<file path="src/rtl/cv_clock_pkg.sv">
// Shared constants and per-channel state record for the clock-enable generator.
// Counter fields are sized for the widest supported divisor; narrower builds zero-extend.
package cv_clock_pkg;

  localparam int CNT_W_DEF   = 4;
  localparam int DIV_RST_DEF = 3;
  localparam int CNT_MAX_W   = 8;

  typedef logic [CNT_MAX_W-1:0] cnt_t;

  localparam cnt_t CNT_ZERO = '0;
  localparam cnt_t CNT_ONE  = cnt_t'(1);

  typedef struct packed {
    cnt_t d;
    cnt_t p;
    cnt_t c;
    logic pend;
  } ch_state_t;

  // A stopped channel (divisor 0) parks its counter at 0 instead of wrapping to all-ones.
  function automatic cnt_t reload_cnt(input cnt_t d_new);
    return (d_new == CNT_ZERO) ? CNT_ZERO : (d_new - CNT_ONE);
  endfunction

endpackage

</file>
<file path="src/rtl/cv_clock_ch.sv">
// One clock-enable channel: active/pending divisor, down-counter and phase enables.
// Pending divisors only land at a period wrap or on sync, so a running period is never cut short.
module cv_clock_ch
  import cv_clock_pkg::*;
#(
  parameter int CNT_W   = CNT_W_DEF,
  parameter int DIV_RST = DIV_RST_DEF
) (
  input  logic             clk_i,
  input  logic             reset_n_i,
  input  logic             base,
  input  logic             sync,
  input  logic             load,
  input  logic [CNT_W-1:0] load_div,
  output logic             pend,
  output logic             en_p,
  output logic             en_n
);

  ch_state_t st;
  cnt_t      d_new;
  logic      wrap;

  assign d_new = st.pend ? st.p : st.d;
  assign wrap  = base && (st.c == CNT_ZERO);

  always_ff @(posedge clk_i or negedge reset_n_i) begin
    if (!reset_n_i) begin
      st.d    <= cnt_t'(DIV_RST);
      st.p    <= cnt_t'(DIV_RST);
      st.c    <= CNT_ZERO;
      st.pend <= 1'b0;
    end else begin
      if (sync || wrap) begin
        st.d    <= d_new;
        st.c    <= reload_cnt(d_new);
        st.pend <= 1'b0;
      end else if (base) begin
        st.c <= st.c - CNT_ONE;
      end
      // A load on the wrap edge overrides the pend clear: old P applies, new P waits.
      if (load) begin
        st.p    <= cnt_t'(load_div);
        st.pend <= 1'b1;
      end
    end
  end

  assign pend = st.pend;
  assign en_p = base && (st.c == CNT_ZERO) && (st.d != CNT_ZERO);
  assign en_n = base && (st.c == (st.d - CNT_ONE)) && (st.d != CNT_ZERO);

endmodule

</file>
<file path="src/rtl/cv_clock_gen.sv">
// Multi-channel clock-enable generator: decodes divisor loads per channel and
// fans the shared base tick and sync pulse out to every channel.
module cv_clock_gen
  import cv_clock_pkg::*;
#(
  parameter int NUM_CH  = 2,
  parameter int CNT_W   = CNT_W_DEF,
  parameter int DIV_RST = DIV_RST_DEF,
  localparam int CH_W   = (NUM_CH > 1) ? $clog2(NUM_CH) : 1
) (
  input  logic              clk_i,
  input  logic              reset_n_i,
  input  logic              clk_en_base_i,
  input  logic              sync_i,
  input  logic              load_i,
  input  logic [CH_W-1:0]   load_ch_i,
  input  logic [CNT_W-1:0]  load_div_i,
  output logic [NUM_CH-1:0] pend_o,
  output logic [NUM_CH-1:0] en_p_o,
  output logic [NUM_CH-1:0] en_n_o
);

  logic [NUM_CH-1:0] load_sel;

  for (genvar k = 0; k < NUM_CH; k++) begin : g_ch
    // Out-of-range channel numbers match no k and are dropped here.
    assign load_sel[k] = load_i && (int'(load_ch_i) == k);

    cv_clock_ch #(
      .CNT_W   (CNT_W),
      .DIV_RST (DIV_RST)
    ) u_ch (
      .clk_i     (clk_i),
      .reset_n_i (reset_n_i),
      .base      (clk_en_base_i),
      .sync      (sync_i),
      .load      (load_sel[k]),
      .load_div  (load_div_i),
      .pend      (pend_o[k]),
      .en_p      (en_p_o[k]),
      .en_n      (en_n_o[k])
    );
  end

endmodule
</file>
<file path="config.mk">
export PLATFORM = sky130hd
export DESIGN_NAME = cv_clock_gen
export DESIGN_NICKNAME = d
export VERILOG_FILES = /design/src/rtl/cv_clock_pkg.sv /design/src/rtl/cv_clock_ch.sv /design/src/rtl/cv_clock_gen.sv
export SDC_FILE = /design/constraint.sdc
export NUM_CORES = 1
export LEC_CHECK = 0
export ABC_AREA = 1
export CAP_MARGIN = 0
export CELL_PAD_IN_SITES_DETAIL_PLACEMENT = 1
export CELL_PAD_IN_SITES_GLOBAL_PLACEMENT = 2
export CORE_MARGIN = 2
export CORE_UTILIZATION = 35
export DETAILED_ROUTE_END_ITERATION = 12
export GPL_ROUTABILITY_DRIVEN = 0
export PLACE_DENSITY_LB_ADDON = 0.1
export SLEW_MARGIN = 20
export SYNTH_ARGS = -nofsm -noshare
export SYNTH_HDL_FRONTEND = slang
export SYNTH_HIERARCHICAL = 1
export SYNTH_SLANG_ARGS = --single-unit
export TNS_END_PERCENT = 5
</file>
<file path="constraint.sdc">
create_clock -name clk_i -period 2 [get_ports clk_i]
set_input_delay 0.2 -clock clk_i [delete_from_list [all_inputs] [get_ports clk_i]]
set_output_delay 0.2 -clock clk_i [all_outputs]
set_load 0.02 [all_outputs]
</file>
# Word level (Yosys, flattened, before mapping)
# Cells that the tools add are included.
op_classes:
  n_addsub: 6
  n_mul: 0
  div_mod_pow: 0
  magnitude_cmp: 0
  eq_ne: 2
  shift: 0
  n_mux: 12
  bitwise: 1
  reduce_logical: 22
ops:
  columns: ["operator", "count"]
  rows:
  - ["two-way mux 8 bit", 8]
  - ["subtractor 8 x 1 -> 8 bit, second input constant", 6]
  - ["logical NOT 8 bit", 4]
  - ["equality test 8 bit", 2]
  - ["nonzero test 8 bit", 2]
  - ["logical AND 1 bit", 10]
  - ["nonzero test 2 bit", 4]
  - ["two-way mux 1 bit", 4]
  - ["logical OR 1 bit", 2]
  - ["NOT 1 bit", 1]
word_totals:
  reg_bits: 42
  latch_bits: 0
  mem_bits_rw: 0
  romBits: 0
  inputBits: 10
  output_inout_bits: 6
  elab_cells: 51
  n_memories: 0

# Longest topological paths before layout
# Gate-level depths: netlist (run 1).
logic_depth:
  depth_word: 5
  depth_mapped: 12
  depth_no_buf: 11

# Cells and area by module
# The synthesis (run 1) kept the hierarchy.
modules_own_cells:
  columns: ["mod", "instances", "cells_each", "area_each_um2", "seq_area_each_um2"]
  rows:
  - ["cv_clock_ch", 2, 255, 1716.6, 530.5]
  - ["cv_clock_gen", 1, 4, 17.5, 0.0]

# Least setup slack after synthesis (run 1)
# OpenSTA, ideal clock, no wires.
synth_path:
  path_kind: "reg-to-output"
  startpoint: "register g_ch[0].u_ch/st[17] in the netlist's numbering"
  endpoint: "output port en_n_o[0]"
  arrival_time_ns: 1.704
  slack_ns: 0.096
  stages_incl_launch_ff: 12
  path_buffers: 0
  cell_sequence: "dfstp_2 inv_1 ha_1 nand2_1 inv_1 nor2_1 nand3_1 nor2_1 nand3_1 nor2_1 nand2_1 nor2_1"
synth_via:
  elab_chain_cells: 4
  word_cells_on_any_way: 5
  classes_between: "1 x add/sub; 1 x eq/ne; 3 x reduce/logical"
synth_lines:
  columns: ["item", "line_no", "text"]
  rows:
  - ["start: declaration", "cv_clock_ch.sv:20", "ch_state_t st;"]
  - ["subtractor 8 x 1 -> 8 bit", "cv_clock_ch.sv:51", "assign en_n = base && (st.c == (st.d - CNT_ONE)) && (st.d != CNT_ZERO);"]
  - ["equality test 8 bit", "cv_clock_ch.sv:51", null]
  - ["logical AND 1 bit", "cv_clock_ch.sv:51", null]
  - ["logical AND 1 bit (*)", "cv_clock_ch.sv:51", null]
  - ["end: declaration", "cv_clock_gen.sv:20", "output logic [NUM_CH-1:0] en_n_o"]
# Mark *: on every way between the ends. The rest lies on a longest branch, timed or not.

# Final worst setup path (run 1)
layout_path:
  startpoint: "register g_ch[0].u_ch/st[18] in the netlist's numbering"
  endpoint: "output port en_n_o[0]"
# The elaborated chain is that of the path after synthesis.

==> results of run 1 <==
==> synth_stat cells (4+ instances only) <==
master / count
nand2_1: 143
xor2_1: 12
o21ai_0: 34
nor2_1: 88
nor2_2: 7
ha_1: 8
dfstp_2: 8
nand3_1: 44
nor2_4: 10
nand2_2: 10
nand4_1: 6
inv_2: 4
a21oi_1: 12
o21ai_2: 4
dfrtp_1: 34
nand2_4: 8
inv_1: 58
==> registers in the layout, summed over array words and instances, names as in the netlist <==
| register | cells |
|---|---|
| g_ch.u_ch/st | 40 |
| g_ch.u_ch/pend | 2 |
==> final cells by class <==
class                   count  share of cell area [%]
multi-input cells         406                    50.7
flip-flops and latches     42                    24.9
repair buffers             63                    11.7
inverters                  62                    5.45
well taps                 133                    3.90
clock buffers               6                    1.94
clock inverters             2                    1.41
==> layout by cell type (no fill, tap or decap), types with 8 or more instances in the layout <==
cell             instances
inv_2                   10
buf_4                   50
nor2_1                  85
inv_1                   52
xor2_1                  12
nand3_1                 43
a21oi_1                 12
nand2_2                 12
nand2_4                  8
nor2_4                  10
clkdlybuf4s50_1          9
dfrtp_1                 33
nand2_1                141
nor2_2                  10
dfstp_2                  8
o21ai_0                 34
==> layer usage <==
| layer | global-route usage (%) | vias to the layer above |
|---|---|---|
| met4 | 3.95 | 0 |
| li1 | - | 1759 |
| met5 | 0 | - |
| met1 | 32.4 | 1612 |
| met2 | 32.9 | 37 |
| met3 | 2.22 | 8 |
==> logic make-up after synthesis <==
kind of cell / count (synthesis) / share of synthesized area (%)
compound gates: 64 / 11.7
xor+xnor: 14 / 3.55
fa+ha+maj: 8 / 2.90
buf+inv: 66 / 7.83
flops: 42 / 30.7
mux: 2 / 0.653
simple gates: 318 / 42.6
==> report_power, final <==
group	total, mW	internal (mW)	leakage (nW)	switching [mW]
Combinational	1.96	0.792	1.56	1.16
Clock	0.849	0.533	0.0714	0.317
Sequential	1.17	1.01	0.514	0.156
Total	3.97	2.34	2.15	1.64
==> timing repair <==
action / CTS / global route
pin swaps: 12 / 11
hold endpoints to repair: 20 / 0
gates resized for setup: 24 / 14
buffers inserted: 0 / 0
setup endpoints to repair: 4 / 13
hold buffers: 1 / 0
==> final timing paths <==
check / slack, ps / start / to / depth (start not counted)
max in group asynchronous: 1100 / reset_n_i / g_ch[1].u_ch/st[2] / 3
hold reg to reg: 520 / g_ch[1].u_ch/st[10] / g_ch[1].u_ch/st[10] / 2
setup / recovery: -190 / g_ch[0].u_ch/st[18] / en_n_o[0] / 11
setup reg to reg: 60 / g_ch[1].u_ch/st[17] / g_ch[1].u_ch/st[2] / 12
hold / removal: 440 / clk_en_base_i / g_ch[0].u_ch/st[2] / 3
min in group asynchronous: 500 / reset_n_i / g_ch[0].u_ch/st[5] / 3
==> metrics by stage <==
step                cell area (sq um)  hold slack [ps]
floorplan                        3450            -95.6
global placement                 4080              319
detailed placement               4080              319
CTS                              4250              467
global route                     4270              452
finish                           4270              441
==> worst register-to-register path, stage by stage, from the launching register on <==
cell and delay, ps:
dfstp_2 550, inv_2 50, buf_4 160, o21ai_2 150, inv_2 80, ha_1 220
nand2_1 70, nor2_1 40, nand2_1 110, nand2_1 80, nor2_1 130, buf_4 140
o21a_1 100
==> summary.txt, run 1 <==
Yosys
  – Post-Syn Nets: 532
  – Synthesis Warnings: 6
  – FFs w/ async S/R, synth: 100%
  – Ys flop type: dfrtp_1
  – Mapped Area: 0.00345 sq mm
  – Top cells by area, synth: dfrtp_1 25%, nand2_1 16%, nor2_1 9.6%
  – Synthesized flop and latch total: 42
  – Synth Instances: 514
  – Synth cell types: 29
  – Yosys top cell area share: 24.7%
  – Seq/Total Area, Yosys: 30.7%
  – Avg Cell Area, Syn: 6.71 sq um
  – Post-synth EDFFs: 0
  – Largest area contributor in the netlist: dfrtp_1

Setup path
  – Nature of the critical path startpoint: register
  – Most numerous cell on the critical path: nor2_1
  – Critical path class: reg2out
  – CP delay by family, top: simple AND/OR/NAND/NOR gates
  – Worst path max stage delay: 540 ps
  – Critical Path RT: 1800 ps
  – Worst Path Buf+Inv: 2
  – Crit path capture type: output port
  – Worst Path Max Fanout: 2
  – Worst path slowest cell: dfstp_2
  – Worst Path Arrival: 1990 ps
  – Crit-path cells: inv_2 > ha_4 > nor2_2 > nor2_2 > nand3_1 > nor2_1 > nand3_1 > nor2_1 > nand2_1 > nor2_1 > buf_4

Placed design
  – Pre-CTS setup slack: -451 ps
  – Input/output buffers: 15
  – Post-Place Cells: 705
  – Post-DP HPWL: 8830 um

Route
  – M1 WL: 5500 um
  – Post-DRT Antenna Nets: 0
  – Met3 WL: 272 um
  – Top sig layer: met4
  – Vias/cell: 4.78
  – DR WL met2: 4660 um
  – Initial DRC count: 101
  – Drc violations: 0
  – WL per Instance: 14.7 um
  – Pre-antenna DRT Iters: 4
  – Post-Route WL: 10,500 um
  – Via count: 3,416

Outcome
  – Failing checks: negative setup slack
  – Status: complete, but fails checks

Global route
  – Number of global-route vias before repair: 3,408
  – Initial antenna violation count: 0
  – Gr usage total: 21.3%
  – Largest net degree at the start of global routing: 43
  – Congestion Overflow GR: 0
  – First-pass GRT wire length: 17,400 um

Timing
  – Worst setup margin: -193 ps
  – Relative slew slack: 62.9%
  – Final setup viols: 2
  – Period utilization: 110%
  – Setup TNS: -335 ps
  – Final Hold Viols: 0
  – Worst-margin pin slew: 556 ps
  – Worst Skew: 5.63 ps
  – Period minus WS final: 2190 ps
  – RSZ-0062 raised after global routing: yes
  – Max Freq: 456 MHz
  – Slew Viols, Final: 0

Finish
  – Multi-input gate area: 0.00216 sq mm
  – Final net count: 598
  – Filler-free cell count of the finished design: 714
  – Sequential cell area: 0.00106 sq mm
  – Layout cells sized above 1: 23.6%
  – Antenna fix cells: 0
  – Layout area overhead: 23.6%
  – Fillers: 1,278
  – Final core utilization: 44.1%

Clocking
  – Clock buffer count from CTS: 5
  – Clk slew on worst S/H paths: 90 ps
  – H-tree levels: 2
  – Clock tree buffer depth: 2
  – CTS tree: yes
  – Clock Sink Count: 42
  – Worst skew pair latency: 300 ps
  – Root buf cell: clkbuf_8

Pwr
  – Lkg Pwr: 2.15 nW
  – PwrDens: 931 mW/mm^2
  – VDD IR-drop max: 0.300 mV
  – Total Power: 3.97 mW

Die
  – Die ar.: 0.0107 sq mm
  – Core area: 0.00968 sq mm
  – Die Span Y: 103 um
  – Cell Rows: 36
  – Initial core utilization: 35.6%
  – Die X: 103 um
  – I/O pin total: 16

Job
  – Max-cap violations: 0

Hold path
  – HP Class: in2reg
Note: power is estimated with default switching activity, not from simulation.
==> run 2: changes to the inputs <==
- SLEW_MARGIN: 20 -> unset
==> results of run 2 <==
No change in the layout: final DEF, timing and power equal those of run 1.
==> run 3: changes to the inputs <==
- CELL_PAD_IN_SITES_GLOBAL_PLACEMENT: 2 -> 1
- CORE_UTILIZATION: 35 -> 44
==> summary.txt, run 3 (same netlist as run 1, synthesis figures left out) <==
Setup path
  – Worst path max stage delay: 540 ps (about the same)
  – Crit path capture type: output port (unchanged)
  – Critical path class: reg2out (unchanged)
  – Worst path slowest cell: dfstp_2 (unchanged)
  – Worst Path Arrival: 2010 ps (was 1990 ps)
  – Nature of the critical path startpoint: register (unchanged)
  – Crit-path cells: inv_2 > ha_4 > nand2_2 > inv_2 > nor2_2 > nand3_1 > nor2_1 > nand3_1 > nor2_1 > nand2_1 > nor2_1 > buf_4 (was inv_2 > ha_4 > nor2_2 > nor2_2 > nand3_1 > nor2_1 > nand3_1 > nor2_1 > nand2_1 > nor2_1 > buf_4)
  – Most numerous cell on the critical path: nor2_1 (unchanged)
  – Critical Path RT: 1800 ps (about the same)
  – Worst Path Max Fanout: 2 (unchanged)

Placed design
  – Post-Place Cells: 674 (was 705)
  – Placed instance area: 0.00404 sq mm (was 0.00408 sq mm)
  – Input/output buffers: 15 (unchanged)
  – Pre-CTS setup slack: -365 ps (was -451 ps)
  – Post-DP HPWL: 8830 um (about the same)

Timing
  – Slew Viols, Final: 0 (unchanged)
  – Worst setup margin: -211 ps (was -193 ps)
  – Worst Skew: 12.5 ps (was 5.63 ps)
  – Relative slew slack: 61.2% (was 62.9%)
  – RSZ-0062 raised after global routing: yes (unchanged)
  – Period utilization: 111% (was 110%)
  – WHS: 468 ps (was 441 ps)
  – Period minus WS final: 2210 ps (was 2190 ps)
  – Max Freq: 452 MHz (was 456 MHz)
  – Setup TNS: -377 ps (was -335 ps)
  – Final Hold Viols: 0 (unchanged)
  – Final setup viols: 2 (unchanged)
  – Worst-margin pin slew: 582 ps (was 556 ps)

Die
  – Die X: 92.6 um (was 103 um)
  – Die ar.: 0.00857 sq mm (was 0.0107 sq mm)
  – Initial core utilization: 45.1% (was 35.6%)
  – I/O pin total: 16 (unchanged)
  – Cell Rows: 32 (was 36)
  – Core area: 0.00765 sq mm (was 0.00968 sq mm)
  – Die Span Y: 92.6 um (was 103 um)

Pwr
  – VDD IR-drop max: 0.365 mV (was 0.300 mV)
  – Total Power: 3.77 mW (was 3.97 mW)
  – Lkg Pwr: 2.13 nW (was 2.15 nW)
  – PwrDens: 895 mW/mm^2 (was 931 mW/mm^2)

Global route
  – Number of global-route vias before repair: 3,809 (was 3,408)
  – Congestion Overflow GR: 0 (unchanged)
  – Initial antenna violation count: 0 (unchanged)
  – Gr usage total: 27.9% (was 21.3%)
  – Largest net degree at the start of global routing: 43 (unchanged)
  – First-pass GRT wire length: 18,700 um (was 17,400 um)

Hold path
  – HP Class: in2reg (unchanged)

Outcome
  – Status: complete, but fails checks (unchanged)
  – Failing checks: negative setup slack (unchanged)

Finish
  – Filler-free cell count of the finished design: 685 (was 714)
  – Final core utilization: 55.1% (was 44.1%)
  – Layout area overhead: 22.1% (was 23.6%)
  – Layout cells sized above 1: 24.5% (was 23.6%)
  – Largest register by flop count: g_ch.u_ch/st (unchanged)
  – Commonest non-fill, non-tap cells in the layout: 140 x nand2_1, 84 x nor2_1, 52 x buf_4, 51 x inv_1, 42 x nand3_1 (was 141 x nand2_1, 85 x nor2_1, 52 x inv_1, 50 x buf_4, 43 x nand3_1)
  – Largest regs: g_ch.u_ch/st x40, g_ch.u_ch/pend x2 (unchanged)
  – Max FFs per register: 40 (unchanged)
  – Commonest non-fill, non-tap cell in the layout: nand2_1 (unchanged)
  – Fin area: 0.00421 sq mm (was 0.00427 sq mm)
  – Antenna fix cells: 0 (unchanged)
  – Final net count: 600 (was 598)

Route
  – Post-Route WL: 11,100 um (was 10,500 um)
  – Pre-antenna DRT Iters: 4 (unchanged)
  – WL per Instance: 16.2 um (was 14.7 um)
  – Vias/cell: 5.18 (was 4.78)
  – Initial DRC count: 145 (was 101)
  – Via count: 3,551 (was 3,416)
  – Drc violations: 0 (unchanged)
  – Post-DRT Antenna Nets: 0 (unchanged)

Clocking
  – Clock tree buffer depth: 2 (unchanged)
  – Clock Sink Count: 42 (unchanged)
  – Clock buffer count from CTS: 5 (unchanged)
  – H-tree levels: 2 (unchanged)
  – Worst skew pair latency: 310 ps (was 300 ps)
  – Clk slew on worst S/H paths: 70 ps (was 90 ps)
  – CTS tree: yes (unchanged)
  – Root buf cell: clkbuf_8 (unchanged)

Job
  – Max-cap violations: 0 (unchanged)
[run 3: path summary, 6_finish.rpt]
check                                    start             endpoint  slack (ps)  cells past startpoint
max                        g_ch[0].u_ch/st[18]            en_n_o[0]        -210                     12
min                              load_div_i[1]  g_ch[0].u_ch/st[10]         470                      3
max reg2reg                g_ch[1].u_ch/st[18]   g_ch[1].u_ch/st[2]          90                     12
min reg2reg                g_ch[0].u_ch/st[10]  g_ch[0].u_ch/st[10]         540                      2
max in group asynchronous            reset_n_i  g_ch[0].u_ch/st[17]        1100                      3
min in group asynchronous            reset_n_i  g_ch[0].u_ch/st[20]         500                      3
[run 3: layout make-up]
cell class                 count  area [sq um]
clock buffer                   7          86.3
clock inverter                 1          5.00
fill                        1051          3430
inverter                      62           233
multi-input combinational    406          2190
sequential                    42          1060
tap                          102           128
timing repair buffer          65           510
[run 3: repair_timing]
action | in CTS | in global routing
buffers inserted | 0 | 2
hold buffers | 1 | 0
setup endpoints to repair | 4 | 13
gates resized for setup | 23 | 22
endpoints found under the hold margin | 30 | 0
pin swaps | 8 | 16
[run 3: worst max-delay path: cells and delay by family (launching register included)]
kind | cells | cell delay, ps
buffers and inverters | 3 | 230
and+or+nand+nor | 8 | 710
DFF | 1 | 540
adders and majority gates | 1 | 240
[run 3: power breakdown]
part           internal [mW]  total [mW]  switching [mW]
clock                  0.279       0.597           0.318
combinational          0.798        2.00            1.20
sequential              1.01        1.17           0.163
[run 3: metal layers]
metal | track usage, % | wire [um] | vias to the layer above | share of wire [%]
met3 | 3.09 | 428 | 11 | 3.9
met5 | 0 | 0 | - | 0
met4 | 5.85 | 128 | 0 | 1.2
met1 | 37.8 | 5070 | 1708 | 46
met2 | 48.2 | 5450 | 75 | 49
li1 | - | - | 1757 | -
